[src/rtl/auth_access_controller_pkg.sv]
// Shared types for the credential access controller: FSM states, bus widths, grant priority encoder.
package auth_ctrl_pkg;

  localparam int CRED_W = 6;
  localparam int LVL_W  = 3;

  typedef enum logic [2:0] {IDLE, EVAL, GRANT, DENY, LOCKOUT} state_t;

  // Highest comparator level wins: bit2 > bit1 > bit0.
  function automatic logic [LVL_W-1:0] lvl_onehot(input logic [LVL_W-1:0] lvl);
    logic [LVL_W-1:0] oh;
    oh = '0;
    if (lvl[2])      oh = 3'b100;
    else if (lvl[1]) oh = 3'b010;
    else if (lvl[0]) oh = 3'b001;
    return oh;
  endfunction

endpackage

[src/rtl/auth_access_controller_if.sv]
// Access-controller bus: credential/submit/comparator level in, latched credential and access status out.
// Purely combinational bundle; no flow control beyond the submit level and the busy indication.
interface auth_access_controller_if #(
  parameter int MAX_FAILS = 3
);
  import auth_ctrl_pkg::*;

  localparam int FCW = $clog2(MAX_FAILS + 1);

  logic [CRED_W-1:0] cred_in;
  logic              submit;
  logic [LVL_W-1:0]  aut_lvl;
  logic [CRED_W-1:0] cred_out;
  logic              busy;
  logic [LVL_W-1:0]  grant;
  logic              deny;
  logic              locked;
  logic [FCW-1:0]    fail_cnt;

  modport master (
    output cred_in, submit, aut_lvl,
    input  cred_out, busy, grant, deny, locked, fail_cnt
  );

  modport slave (
    input  cred_in, submit, aut_lvl,
    output cred_out, busy, grant, deny, locked, fail_cnt
  );

endinterface

[src/rtl/auth_access_controller_timer.sv]
// auth_timer: loadable down-counter shared by the settle, grant and lockout phases.
// Load takes effect next clock; tick decrements and holds at zero; zero flag is decoded from the register.
module auth_timer #(
  parameter int W = 4
) (
  input  logic         clk,
  input  logic         reset_n,
  input  logic         load,
  input  logic [W-1:0] value,
  input  logic         tick,
  output logic         zero
);

  logic [W-1:0] count;

  always_ff @(posedge clk or negedge reset_n) begin
    if (!reset_n) begin
      count <= '0;
    end else if (load) begin
      count <= value;
    end else if (tick && (count != '0)) begin
      count <= count - W'(1);
    end
  end

  assign zero = (count == '0);

endmodule

[src/rtl/auth_access_controller.sv]
// Credential authentication sequencer: latch, settle, sample comparator, timed grant / deny / lockout.
// Result lands SETTLE_CYCLES clocks after acceptance; submit is ignored while busy. AUTH_SUBMIT_SYNC_EN adds a synchronized edge-detected submit.
module auth_access_controller
  import auth_ctrl_pkg::*;
#(
  parameter int SETTLE_CYCLES = 2,
  parameter int GRANT_CYCLES  = 8,
  parameter int LOCK_CYCLES   = 16,
  parameter int MAX_FAILS     = 3
) (
  input  logic                     clk,
  input  logic                     reset_n,
  auth_access_controller_if.slave  bus
);

  localparam int FCW  = $clog2(MAX_FAILS + 1);
  localparam int MAXC = (SETTLE_CYCLES > GRANT_CYCLES)
                        ? ((SETTLE_CYCLES > LOCK_CYCLES) ? SETTLE_CYCLES : LOCK_CYCLES)
                        : ((GRANT_CYCLES  > LOCK_CYCLES) ? GRANT_CYCLES  : LOCK_CYCLES);
  localparam int TW   = (MAXC > 1) ? $clog2(MAXC) : 1;

  state_t            state, state_next;
  logic [CRED_W-1:0] cred_q, cred_d;
  logic [LVL_W-1:0]  grant_q, grant_d;
  logic              deny_q, deny_d;
  logic              locked_q, locked_d;
  logic              busy_q;
  logic [FCW-1:0]    fail_q, fail_d;
  logic              tmr_load, tmr_tick, tmr_zero;
  logic [TW-1:0]     tmr_value;
  logic              submit_go;

`ifdef AUTH_SUBMIT_SYNC_EN
  // Asynchronous button: two-flop synchronizer, then one acceptance per rising edge.
  logic sync1, sync2, sync_prev;

  always_ff @(posedge clk or negedge reset_n) begin
    if (!reset_n) begin
      sync1     <= 1'b0;
      sync2     <= 1'b0;
      sync_prev <= 1'b0;
    end else begin
      sync1     <= bus.submit;
      sync2     <= sync1;
      sync_prev <= sync2;
    end
  end

  assign submit_go = sync2 & ~sync_prev;
`else
  assign submit_go = bus.submit;
`endif

  auth_timer #(.W(TW)) u_timer (
    .clk     (clk),
    .reset_n (reset_n),
    .load    (tmr_load),
    .value   (tmr_value),
    .tick    (tmr_tick),
    .zero    (tmr_zero)
  );

  always_comb begin
    state_next = state;
    cred_d     = cred_q;
    grant_d    = grant_q;
    deny_d     = deny_q;
    locked_d   = locked_q;
    fail_d     = fail_q;
    tmr_load   = 1'b0;
    tmr_tick   = 1'b0;
    tmr_value  = '0;
    case (state)
      IDLE: begin
        if (submit_go) begin
          cred_d     = bus.cred_in;
          tmr_load   = 1'b1;
          tmr_value  = TW'(SETTLE_CYCLES - 1);
          state_next = EVAL;
        end
      end
      EVAL: begin
        if (!tmr_zero) begin
          tmr_tick = 1'b1;
        end else if (bus.aut_lvl != '0) begin
          grant_d    = lvl_onehot(bus.aut_lvl);
          fail_d     = '0;
          tmr_load   = 1'b1;
          tmr_value  = TW'(GRANT_CYCLES - 1);
          state_next = GRANT;
        end else if ((fail_q + FCW'(1)) == FCW'(MAX_FAILS)) begin
          fail_d     = FCW'(MAX_FAILS);
          locked_d   = 1'b1;
          tmr_load   = 1'b1;
          tmr_value  = TW'(LOCK_CYCLES - 1);
          state_next = LOCKOUT;
        end else begin
          // fail_q < MAX_FAILS-1 here, so the increment never reaches saturation.
          fail_d     = fail_q + FCW'(1);
          deny_d     = 1'b1;
          state_next = DENY;
        end
      end
      GRANT: begin
        if (!tmr_zero) begin
          tmr_tick = 1'b1;
        end else begin
          grant_d    = '0;
          state_next = IDLE;
        end
      end
      DENY: begin
        deny_d     = 1'b0;
        state_next = IDLE;
      end
      LOCKOUT: begin
        if (!tmr_zero) begin
          tmr_tick = 1'b1;
        end else begin
          fail_d     = '0;
          locked_d   = 1'b0;
          state_next = IDLE;
        end
      end
      default: state_next = IDLE;
    endcase
  end

  always_ff @(posedge clk or negedge reset_n) begin
    if (!reset_n) begin
      state    <= IDLE;
      cred_q   <= '0;
      grant_q  <= '0;
      deny_q   <= 1'b0;
      locked_q <= 1'b0;
      busy_q   <= 1'b0;
      fail_q   <= '0;
    end else begin
      state    <= state_next;
      cred_q   <= cred_d;
      grant_q  <= grant_d;
      deny_q   <= deny_d;
      locked_q <= locked_d;
      busy_q   <= (state_next != IDLE);
      fail_q   <= fail_d;
    end
  end

  assign bus.cred_out = cred_q;
  assign bus.busy     = busy_q;
  assign bus.grant    = grant_q;
  assign bus.deny     = deny_q;
  assign bus.locked   = locked_q;
  assign bus.fail_cnt = fail_q;

endmodule

[src/flat_wrapper.sv]
// flat-port wrapper written by rule: the top's interface ports become plain ports
module auth_access_controller_flat import auth_ctrl_pkg::*;
#(
  parameter int SETTLE_CYCLES = 2,
  parameter int GRANT_CYCLES  = 8,
  parameter int LOCK_CYCLES   = 16,
  parameter int MAX_FAILS     = 3
)
  (clk, reset_n, bus_cred_in, bus_submit, bus_aut_lvl, bus_cred_out, bus_busy, bus_grant, bus_deny, bus_locked, bus_fail_cnt);
  auth_access_controller_if #(.MAX_FAILS(MAX_FAILS)) bus_i ();
  input  logic clk;
  input  logic reset_n;
  input wire logic [$bits(bus_i.cred_in)-1:0] bus_cred_in;
  input wire logic [$bits(bus_i.submit)-1:0] bus_submit;
  input wire logic [$bits(bus_i.aut_lvl)-1:0] bus_aut_lvl;
  output wire logic [$bits(bus_i.cred_out)-1:0] bus_cred_out;
  output wire logic [$bits(bus_i.busy)-1:0] bus_busy;
  output wire logic [$bits(bus_i.grant)-1:0] bus_grant;
  output wire logic [$bits(bus_i.deny)-1:0] bus_deny;
  output wire logic [$bits(bus_i.locked)-1:0] bus_locked;
  output wire logic [$bits(bus_i.fail_cnt)-1:0] bus_fail_cnt;
  assign bus_i.cred_in = bus_cred_in;
  assign bus_i.submit = bus_submit;
  assign bus_i.aut_lvl = bus_aut_lvl;
  assign bus_cred_out = bus_i.cred_out;
  assign bus_busy = bus_i.busy;
  assign bus_grant = bus_i.grant;
  assign bus_deny = bus_i.deny;
  assign bus_locked = bus_i.locked;
  assign bus_fail_cnt = bus_i.fail_cnt;
  auth_access_controller #(.SETTLE_CYCLES(SETTLE_CYCLES), .GRANT_CYCLES(GRANT_CYCLES), .LOCK_CYCLES(LOCK_CYCLES), .MAX_FAILS(MAX_FAILS)) u_core (.clk(clk), .reset_n(reset_n), .bus(bus_i));
endmodule
[config.mk]
export PLATFORM = sky130hd
export DESIGN_NAME = auth_access_controller_flat
export DESIGN_NICKNAME = d
export VERILOG_FILES = /design/src/rtl/auth_access_controller_pkg.sv /design/src/rtl/auth_access_controller_if.sv /design/src/rtl/auth_access_controller_timer.sv /design/src/rtl/auth_access_controller.sv /design/src/flat_wrapper.sv
export SDC_FILE = /design/constraint.sdc
export NUM_CORES = 1
export LEC_CHECK = 0
export BUFFER_PORTS_ARGS = -buffer_cell sky130_fd_sc_hd__buf_4
export CAP_MARGIN = 0
export CORE_ASPECT_RATIO = 1.1
export CORE_MARGIN = 2
export CORE_UTILIZATION = 40
export CTS_BUF_LIST = sky130_fd_sc_hd__clkbuf_4
export DETAILED_ROUTE_END_ITERATION = 10
export MAX_ROUTING_LAYER = met4
export PLACE_DENSITY = 0.72
export RECOVER_POWER = 50
export SYNTH_ARGS = -nofsm -noshare
export SYNTH_HDL_FRONTEND = slang
export SYNTH_SLANG_ARGS = --single-unit
[constraint.sdc]
create_clock -name clk -period 2.3 [get_ports clk]
set_clock_uncertainty 0.2 [all_clocks]
set_input_delay 0.46 -clock clk [delete_from_list [all_inputs] [get_ports clk]]
set_output_delay 0.46 -clock clk [all_outputs]
set_load 0.01 [all_outputs]
==> results.cfg, run 1 <==
[floorplanning]
rows = 19
io_pins = 26
die_h_um = 58.2
core_um2 = 2520
design.die.area_um2 = 3100
dieWidth_um = 53.3
initial_utilization = 0.424

[synth]
synthCells = 112
syn_area_um2 = 1070
synth-seq-area-share = 0.492
synth_top_area_frac = 0.492
synthesis.nets = 126
avgSynthCellArea_um2 = 9.53
yosys.area.top_type = dfrtp_1
ys_ff_latch = 21
synth_cell_types = 34
yosysWarnings = 0
synthTopCellsByArea = dfrtp_1 (49%), nand2_1 (8.1%), o21ai_0 (4.2%), nor3b_1 (2.8%), inv_1 (2.5%)

[clocking]
cts.htree.levels = 1
cts_buffer_depth = 2
numCtsBuffers = 3
cts.sinks = 21
path_clk_slew_ns = 0.11
insertion_delay_ns = 0.30
post_cts_resized = 0
cts_tree = built
cts_root_buffer = clkbuf_4

[layout]
fillers = 260
nets = 154
stdcell_area_um2 = 1290
layout-drive-gt1-share = 0.209
synthToLayoutAreaGrowth_pct = 20.6
seq_area_um2 = 526
multi_input_area_um2 = 484
final_cells = 170
num_antenna_cells = 0

[routing]
vias = 907
viasPerCell = 5.34
drt_iter0_markers = 17
drc = 0
drt_first_pass_iters = 4
wl_per_cell_um = 13.0
wl_um = 2200
detail-route-antenna-nets = 0

[timing]
min_period_ns = 2.09
fmax_mhz = 478
slew_headroom = 0.273
drv_slew = 0
setup_tns_ns = 0
worst_pin_slew_ns = 1.09
period_share = 0.910
finalHoldViolCount = 0
rsz0062_at_grt = false
setup_viol = 0

[place]
gp_congestion = 0.825
port_buffers = 25
place_area_um2 = 1280
place_inst = 165
hpwlAfterDp_um = 1610

[critical_path]
critPathRequiredTime_ns = 2.33
path_max_fanout = 12
crit_path_end_kind = flip-flop
worst_ep_arrival_time_ns = 2.12
criticalPathCategory = flip-flop to flip-flop
crit_path_start_kind = flip-flop

[global_routing]
grt_max_degree = 22
antenna_found_initial = 0
grt_pass1_wl_um = 3740
grt_pass1_vias = 857
grt-ovfl-total = 0
grt_usage = 0.167

[outcome]
status = finished clean

[min_path]
hp-class = primary input to flip-flop

[power]
power.density_nw_per_um2 = 1220
ir_worst_vdd_mv = 0.705
pwr-share-seq = 0.409
combPwrFrac = 0.472
clkPwrFrac = 0.119
swShare = 0.401
p_int_w = 0.000943
p_leak_nw = 0.603
power_switching_w = 0.000632

[flow_run]
drv_cap = 0
## synthesized netlist by cell type, drive strengths merged
master / count
a41oi: 1
buf: 5
nor3: 1
nand2b: 1
nor2: 3
nand4b: 1
a31oi: 2
xnor2: 1
mux2: 2
dfrtp: 21
o22ai: 1
a21oi: 5
nor4: 1
or3b: 2
a22o: 1
ha: 2
or4b: 2
nand3b: 1
nand2: 23
a311oi: 1
or3: 4
nor4b: 3
o211ai: 2
or2: 1
nand3: 3
o21ai: 9
o32ai: 1
inv: 7
xor2: 1
nor3b: 4
## what timing repair did
item                                   4_1_cts  5_1_grt
setup buffers                                0        0
endpoints found under the hold margin       21        0
hold buffers                                 1        0
## layout by cell type (no fill, tap or decap), types with 2 or more instances in the layout
master / count
nand2_1: 23
dfrtp_1: 21
buf_4: 19
o21ai_0: 9
clkbuf_1: 8
inv_1: 7
a21oi_1: 5
nor3b_1: 4
or3_1: 4
clkbuf_4: 4
nand3_1: 3
nor2_1: 3
nor4b_1: 2
o211ai_1: 2
mux2_2: 2
a31oi_1: 2
ha_1: 2
## cell families after synthesis
family                     Yosys count  synth area share
DFF                                 21             0.492
buffers and inverters               12            0.0539
adders and majority gates            2            0.0234
muxes                                2            0.0211
and+or+nand+nor                     50             0.263
AOI/OAI and AO/OA                   23             0.130
xor gates and xnor gates             2            0.0164
## routing by layer
metal	vias to the layer above	share of wire	global-route usage
met2	17	0.50	0.240
li1	447	-	-
met3	4	0.029	0.0232
met1	439	0.45	0.228
met5	-	0	-
met4	0	0.017	0.0879
## critical path, cell delays in order, from the launching register on
cell	delay (ns)
dfrtp_1	0.38
inv_1	0.10
ha_1	0.20
or3b_4	0.46
or4b_1	0.52
a21oi_1	0.16
## layout make-up
cell class	count	area share
multi-input combinational	79	0.376
clock buffer	4	0.0233
timing repair buffer	28	0.142
sequential	21	0.408
tap	31	0.0301
inverter	7	0.0204
## power groups by stage
stage	Sequential [W]	Combinational, W	Clock [W]
floorplan	0.000651	0.000491	0
global placement	0.000644	0.000755	0
detailed placement	0.000650	0.000787	0
CTS	0.000643	0.000791	0.000194
global route	0.000667	0.000830	0.000214
finish	0.000644	0.000743	0.000188
## metrics by stage
| stage | setup slack, ns | hold slack [ns] | power, W | utilization |
|---|---|---|---|---|
| 4_1_cts | 0.199 | 0.134 | 0.00163 | 0.523 |
| 5_1_grt | 0.0681 | 0.127 | 0.00171 | 0.511 |
| 6_report | 0.207 | 0.138 | 0.00157 | 0.511 |
| 2_1_floorplan | 0.274 | -0.0356 | 0.00114 | - |
| 3_5_place_dp | 0.233 | 0.160 | 0.00144 | 0.507 |
| 3_3_place_gp | 0.304 | 0.158 | 0.00140 | 0.507 |
## final timing paths
| kind | cells after the start | end | start | slack (ns) |
|---|---|---|---|---|
| min in group asynchronous | 2 | u_core.state[2]$_DFF_PN0_ | reset_n | 0.67 |
| hold / removal | 3 | u_core.bus.cred_out[0]$_DFFE_PN0N_ | bus_cred_in[0] | 0.14 |
| max in group asynchronous | 2 | u_core.bus.deny$_DFFE_PN0P_ | reset_n | 0.58 |
| setup / recovery | 5 | u_core.state[1]$_DFF_PN0_ | u_core.u_timer.count[0]$_DFFE_PN0P_ | 0.21 |
| hold reg to reg | 2 | u_core.bus.cred_out[2]$_DFFE_PN0N_ | u_core.bus.cred_out[2]$_DFFE_PN0N_ | 0.29 |
| setup reg to reg | 5 | u_core.state[1]$_DFF_PN0_ | u_core.u_timer.count[0]$_DFFE_PN0P_ | 0.21 |
## state kept, by name (all words and copies together), names as in the netlist
name                  cells
u_core.bus.deny           1
u_core.bus.grant          3
u_core.u_timer.count      4
u_core.bus.cred_out       6
u_core.bus.fail_cnt       2
u_core.bus.locked         1
u_core.state              3
u_core.bus.busy           1
Note: power is estimated with default switching activity, not from simulation.
==> run 2: changes to the inputs <==
CORE_UTILIZATION = 45   (was 40)
PLACE_DENSITY = 0.81   (was 0.72)
SKIP_LAST_GASP = 1   (was default)
clock period = 1.8 ns   (was 2.3 ns; I/O delays follow)
==> results.cfg, run 2 (synthesis gave the netlist of run 1 again) <==
[outcome]
status = finished, violations left
violations = negative setup slack

[global_routing]
grt_pass1_wl_um = 4360
antenna_found_initial = 0
grt_max_degree = 22
grt_pass1_vias = 1033
grt-ovfl-total = 0
grt_usage = 0.223

[layout]
synthToLayoutAreaGrowth_pct = 51.1
num_antenna_cells = 0
final_cell_mix = buf_4 (49), nand2_1 (23), dfrtp_1 (18)
final_cells = 195
mostFrequentLayoutCell = buf_4
largest_register_ffs = 6
layout-drive-gt1-share = 0.485
nets = 180

[timing]
finalHoldViolCount = 0
setup_viol = 9
fmax_mhz = 518
worst_pin_slew_ns = 0.540
slew_headroom = 0.640
rsz0062_at_grt = true
min_period_ns = 1.93
drv_slew = 0
setup_tns_ns = -0.624
fin_ws_ns = -0.129
period_share = 1.07

[min_path]
hold_end = u_core.bus.cred_out[0]$_DFFE_PN0N_
hp-class = primary input to flip-flop
min_path_cells = 3
hp-start = bus_cred_in[0]

[critical_path]
critPathSlowestCell = or4b_4
crit_cells = 5
crit_path_start_kind = flip-flop
criticalPathCategory = flip-flop to flip-flop
rrSetupSlack_ns = -0.13
critPathBufInv = 1
r2r_end = u_core.state[1]$_DFF_PN0_
reg2reg_from = u_core.u_timer.count[1]$_DFFE_PN0P_
path_max_fanout = 5
critPathRequiredTime_ns = 1.84
crit_chain = inv_2 > ha_4 > or3b_4 > or4b_4 > a21oi_2
worst_ep_arrival_time_ns = 1.97
crit_path_end_kind = flip-flop
crit_family = simple AND/OR/NAND/NOR gates
r2r_cells = 5
cpPeakStageDelay_ns = 0.53

[clocking]
cts_buffer_depth = 2
cts.htree.levels = 1
insertion_delay_ns = 0.30
numCtsBuffers = 3
path_clk_slew_ns = 0.12
cts.sinks = 21
cts_tree = built
cts_root_buffer = clkbuf_4

[place]
gp_congestion = 0.880
hpwlAfterDp_um = 2000
place_ws_ns = -0.0971
place_inst = 184
port_buffers = 25

[routing]
wl_met1_um = 1260
vias = 1079
drt_first_pass_iters = 4
dr_wl_met2_um = 1550
wl_met3_um = 127
drt_iter0_markers = 29
detail-route-antenna-nets = 0
drc = 0
viasPerCell = 5.53
wl_per_cell_um = 15.6
wl_um = 3040
top_layer = met4

[floorplanning]
design.die.area_um2 = 2780
die_h_um = 55.1
core_um2 = 2250
io_pins = 26
initial_utilization = 0.474
dieWidth_um = 50.4
rows = 18

[power]
ir_worst_vdd_mv = 1.27
power.density_nw_per_um2 = 1640
p_leak_nw = 0.776

[flow_run]
drv_cap = 0
## run 2: changes by cell type in the layout (fill, tap and decap cells not counted), moves of 3 or more
| cell | change |
|---|---|
| clkbuf_1 | -6 |
| dfrtp_2 | +3 |
| buf_4 | +30 |
| nor3b_1 | -3 |
| o21ai_0 | -4 |
| o21ai_1 | +3 |
| dfrtp_1 | -3 |
## run 2: cell type report
| type | instances | area [um^2] |
|---|---|---|
| fillers | 165 | 639 |
| multi-input cells | 80 | 599 |
| flip-flops and latches | 21 | 529 |
| repair buffers | 53 | 390 |
| well taps | 30 | 37.5 |
| clock buffers | 4 | 30.0 |
| inverters | 7 | 26.3 |
## run 2: worst max-delay path by stage
stage,start,end
4_1_cts,u_core.u_timer.count[1]$_DFFE_PN0P_,u_core.state[1]$_DFF_PN0_
3_5_place_dp,u_core.u_timer.count[1]$_DFFE_PN0P_,u_core.state[1]$_DFF_PN0_
6_report,u_core.u_timer.count[1]$_DFFE_PN0P_,u_core.state[1]$_DFF_PN0_
2_1_floorplan,u_core.u_timer.count[1]$_DFFE_PN0P_,u_core.state[1]$_DFF_PN0_
5_1_grt,u_core.u_timer.count[0]$_DFFE_PN0P_,u_core.state[1]$_DFF_PN0_
3_3_place_gp,u_core.u_timer.count[1]$_DFFE_PN0P_,u_core.state[1]$_DFF_PN0_
## run 2: through the flow
step / power (W) / hold slack (ns) / utilization / instance area [um^2]
after floorplan: 0.00150 / -0.136 / - / 1090
after global placement: 0.00204 / 0.0564 / 0.639 / 1440
after detailed placement: 0.00211 / 0.0562 / 0.639 / 1440
after CTS: 0.00246 / 0.0361 / 0.676 / 1520
after global routing: 0.00282 / 0.0575 / 0.716 / 1610
final: 0.00264 / 0.0467 / 0.716 / 1610
## run 2: power by group
group          switching (W)  internal, W
clock network       0.000140     0.000101
registers           0.000152     0.000669
logic               0.000727     0.000853
## run 2: worst reg2reg max path, cell delays in order (launching register included)
cell and delay (ns):
dfrtp_1 0.39, inv_2 0.07, ha_4 0.14, or3b_4 0.41, or4b_4 0.53, a21oi_2 0.12
## run 2: what timing repair did
item | in CTS | in global routing
endpoints found under the hold margin | 21 | 0
pin swaps | 1 | 5
endpoints found under the setup margin | 9 | 17
hold buffers | 1 | 0
gates resized for setup | 6 | 20
buffers inserted | 2 | 5
gates cloned | 1 | 0
## run 2: routing by layer
metal	track usage	up-vias
met5	-	-
met4	0.171	0
met3	0.0108	12
met2	0.384	39
met1	0.252	527
li1	-	501
==> run 3: changes to the inputs <==
CAP_MARGIN = default   (was 0)
CORE_ASPECT_RATIO = 0.6   (was 1.1)
RECOVER_POWER = default   (was 50)
==> results.cfg, run 3 (synthesis gave the netlist of run 1 again) <==
[outcome]
status = finished, violations left
violations = negative setup slack

[clocking]
cts.sinks = 21
cts_root_buffer = clkbuf_4
cts_tree = built
cts.htree.levels = 1
insertion_delay_ns = 0.32
cts_buffer_depth = 2
path_clk_slew_ns = 0.14
numCtsBuffers = 3

[place]
gp_congestion = 0.788
place_ws_ns = -0.169
hpwlAfterDp_um = 2020
place_area_um2 = 1450
port_buffers = 25

[layout]
synthToLayoutAreaGrowth_pct = 47.6
multi_input_area_um2 = 554
num_antenna_cells = 0
fillers = 173
final_cell_mix = buf_4 (51), nand2_1 (23), dfrtp_1 (21)
mostFrequentLayoutCell = buf_4
seq_area_um2 = 526
nets = 179
stdcell_area_um2 = 1580
layout-drive-gt1-share = 0.470
largest_register_ffs = 6

[critical_path]
crit_path_start_kind = flip-flop
critPathRequiredTime_ns = 1.86
path_max_fanout = 8
crit_chain = inv_2 > ha_4 > or3b_4 > or4b_4 > a21oi_2
worst_ep_arrival_time_ns = 2.00
r2r_end = u_core.state[1]$_DFF_PN0_
critPathSlowestCell = or4b_4
reg2reg_from = u_core.u_timer.count[0]$_DFFE_PN0P_
cpPeakStageDelay_ns = 0.51
rrSetupSlack_ns = -0.14
crit_family = simple AND/OR/NAND/NOR gates
criticalPathCategory = flip-flop to flip-flop
r2r_cells = 5
crit_path_end_kind = flip-flop
critPathBufInv = 1

[floorplanning]
initial_utilization = 0.482
core_um2 = 2210
design.die.area_um2 = 2790
io_pins = 26
rows = 13
dieWidth_um = 66.9
die_h_um = 41.7

[routing]
drt_first_pass_iters = 4
drt_iter0_markers = 62
drc = 0
detail-route-antenna-nets = 0
wl_um = 2860
viasPerCell = 5.46
vias = 1060
wl_per_cell_um = 14.7

[power]
p_leak_nw = 0.775
ir_worst_vdd_mv = 0.846
p_total_w = 0.00255
power.density_nw_per_um2 = 1620

[timing]
drv_slew = 0
fin_ws_ns = -0.141
setup_viol = 8
rsz0062_at_grt = true
min_period_ns = 1.94
period_share = 1.08
hold_ws_ns = 0.0186
worst_pin_slew_ns = 0.328
setup_tns_ns = -0.631
fmax_mhz = 515
slew_headroom = 0.781
finalHoldViolCount = 0

[flow_run]
drv_cap = 0

[min_path]
hp-class = primary input to flip-flop
min_path_cells = 3
hold_end = u_core.bus.cred_out[1]$_DFFE_PN0N_
hp-start = bus_cred_in[1]

[global_routing]
grt-ovfl-total = 0
grt_pass1_vias = 1074
grt_usage = 0.229
grt_pass1_wl_um = 4630
antenna_found_initial = 0
grt_max_degree = 22
run 3: how the worst max path moves through the flow:
stage | start | endpoint | slack (ns) | cells past startpoint
floorplan | u_core.u_timer.count[1]$_DFFE_PN0P_ | u_core.state[1]$_DFF_PN0_ | -0.15 | 6
global placement | u_core.u_timer.count[1]$_DFFE_PN0P_ | u_core.state[1]$_DFF_PN0_ | -0.07 | 5
detailed placement | u_core.u_timer.count[1]$_DFFE_PN0P_ | u_core.state[1]$_DFF_PN0_ | -0.17 | 5
CTS | u_core.u_timer.count[0]$_DFFE_PN0P_ | u_core.state[1]$_DFF_PN0_ | -0.13 | 5
global route | u_core.u_timer.count[0]$_DFFE_PN0P_ | u_core.state[1]$_DFF_PN0_ | -0.19 | 5
finish | u_core.u_timer.count[0]$_DFFE_PN0P_ | u_core.state[1]$_DFF_PN0_ | -0.14 | 5
run 3: through the flow:
step                utilization  cells
floorplan                     -    112
global placement          0.657    186
detailed placement        0.657    186
CTS                       0.691    193
global route              0.712    194
finish                    0.712    194
run 3: worst register-to-register path: stages (launching register included):
cell     delay (ns)
dfrtp_1        0.40
inv_2          0.08
ha_4           0.13
or3b_4         0.43
or4b_4         0.51
a21oi_2        0.15
run 3: final cells by class:
cell class | instances | share of cell area
clock buffer | 3 | 0.0143
clock inverter | 1 | 0.00318
inverter | 7 | 0.0167
multi-input combinational | 79 | 0.352
sequential | 21 | 0.334
tap | 30 | 0.0238
timing repair buffer | 53 | 0.257
run 3: per-layer routing:
layer  vias to the layer above  part of all wire  track usage
met1                       508              0.43        0.282
met4                         0             0.017       0.0776
li1                        501                 -            -
met2                        45              0.48        0.364
met3                         6             0.075       0.0650
met5                         -                 0            -
run 3: where the power goes:
part	switching (W)	internal (W)	leakage [nW]
clock	0.000156	0.0000830	0.0177
combinational	0.000706	0.000822	0.502
sequential	0.000122	0.000665	0.255
total	0.000983	0.00157	0.775
run 3: timing repair:
action | CTS | global route
gates resized for setup | 6 | 12
cloned | 0 | 0
buffers inserted | 2 | 2
endpoints found under the setup margin | 8 | 12
hold buffers | 1 | 0
pin swaps | 5 | 5
endpoints found under the hold margin | 21 | 0
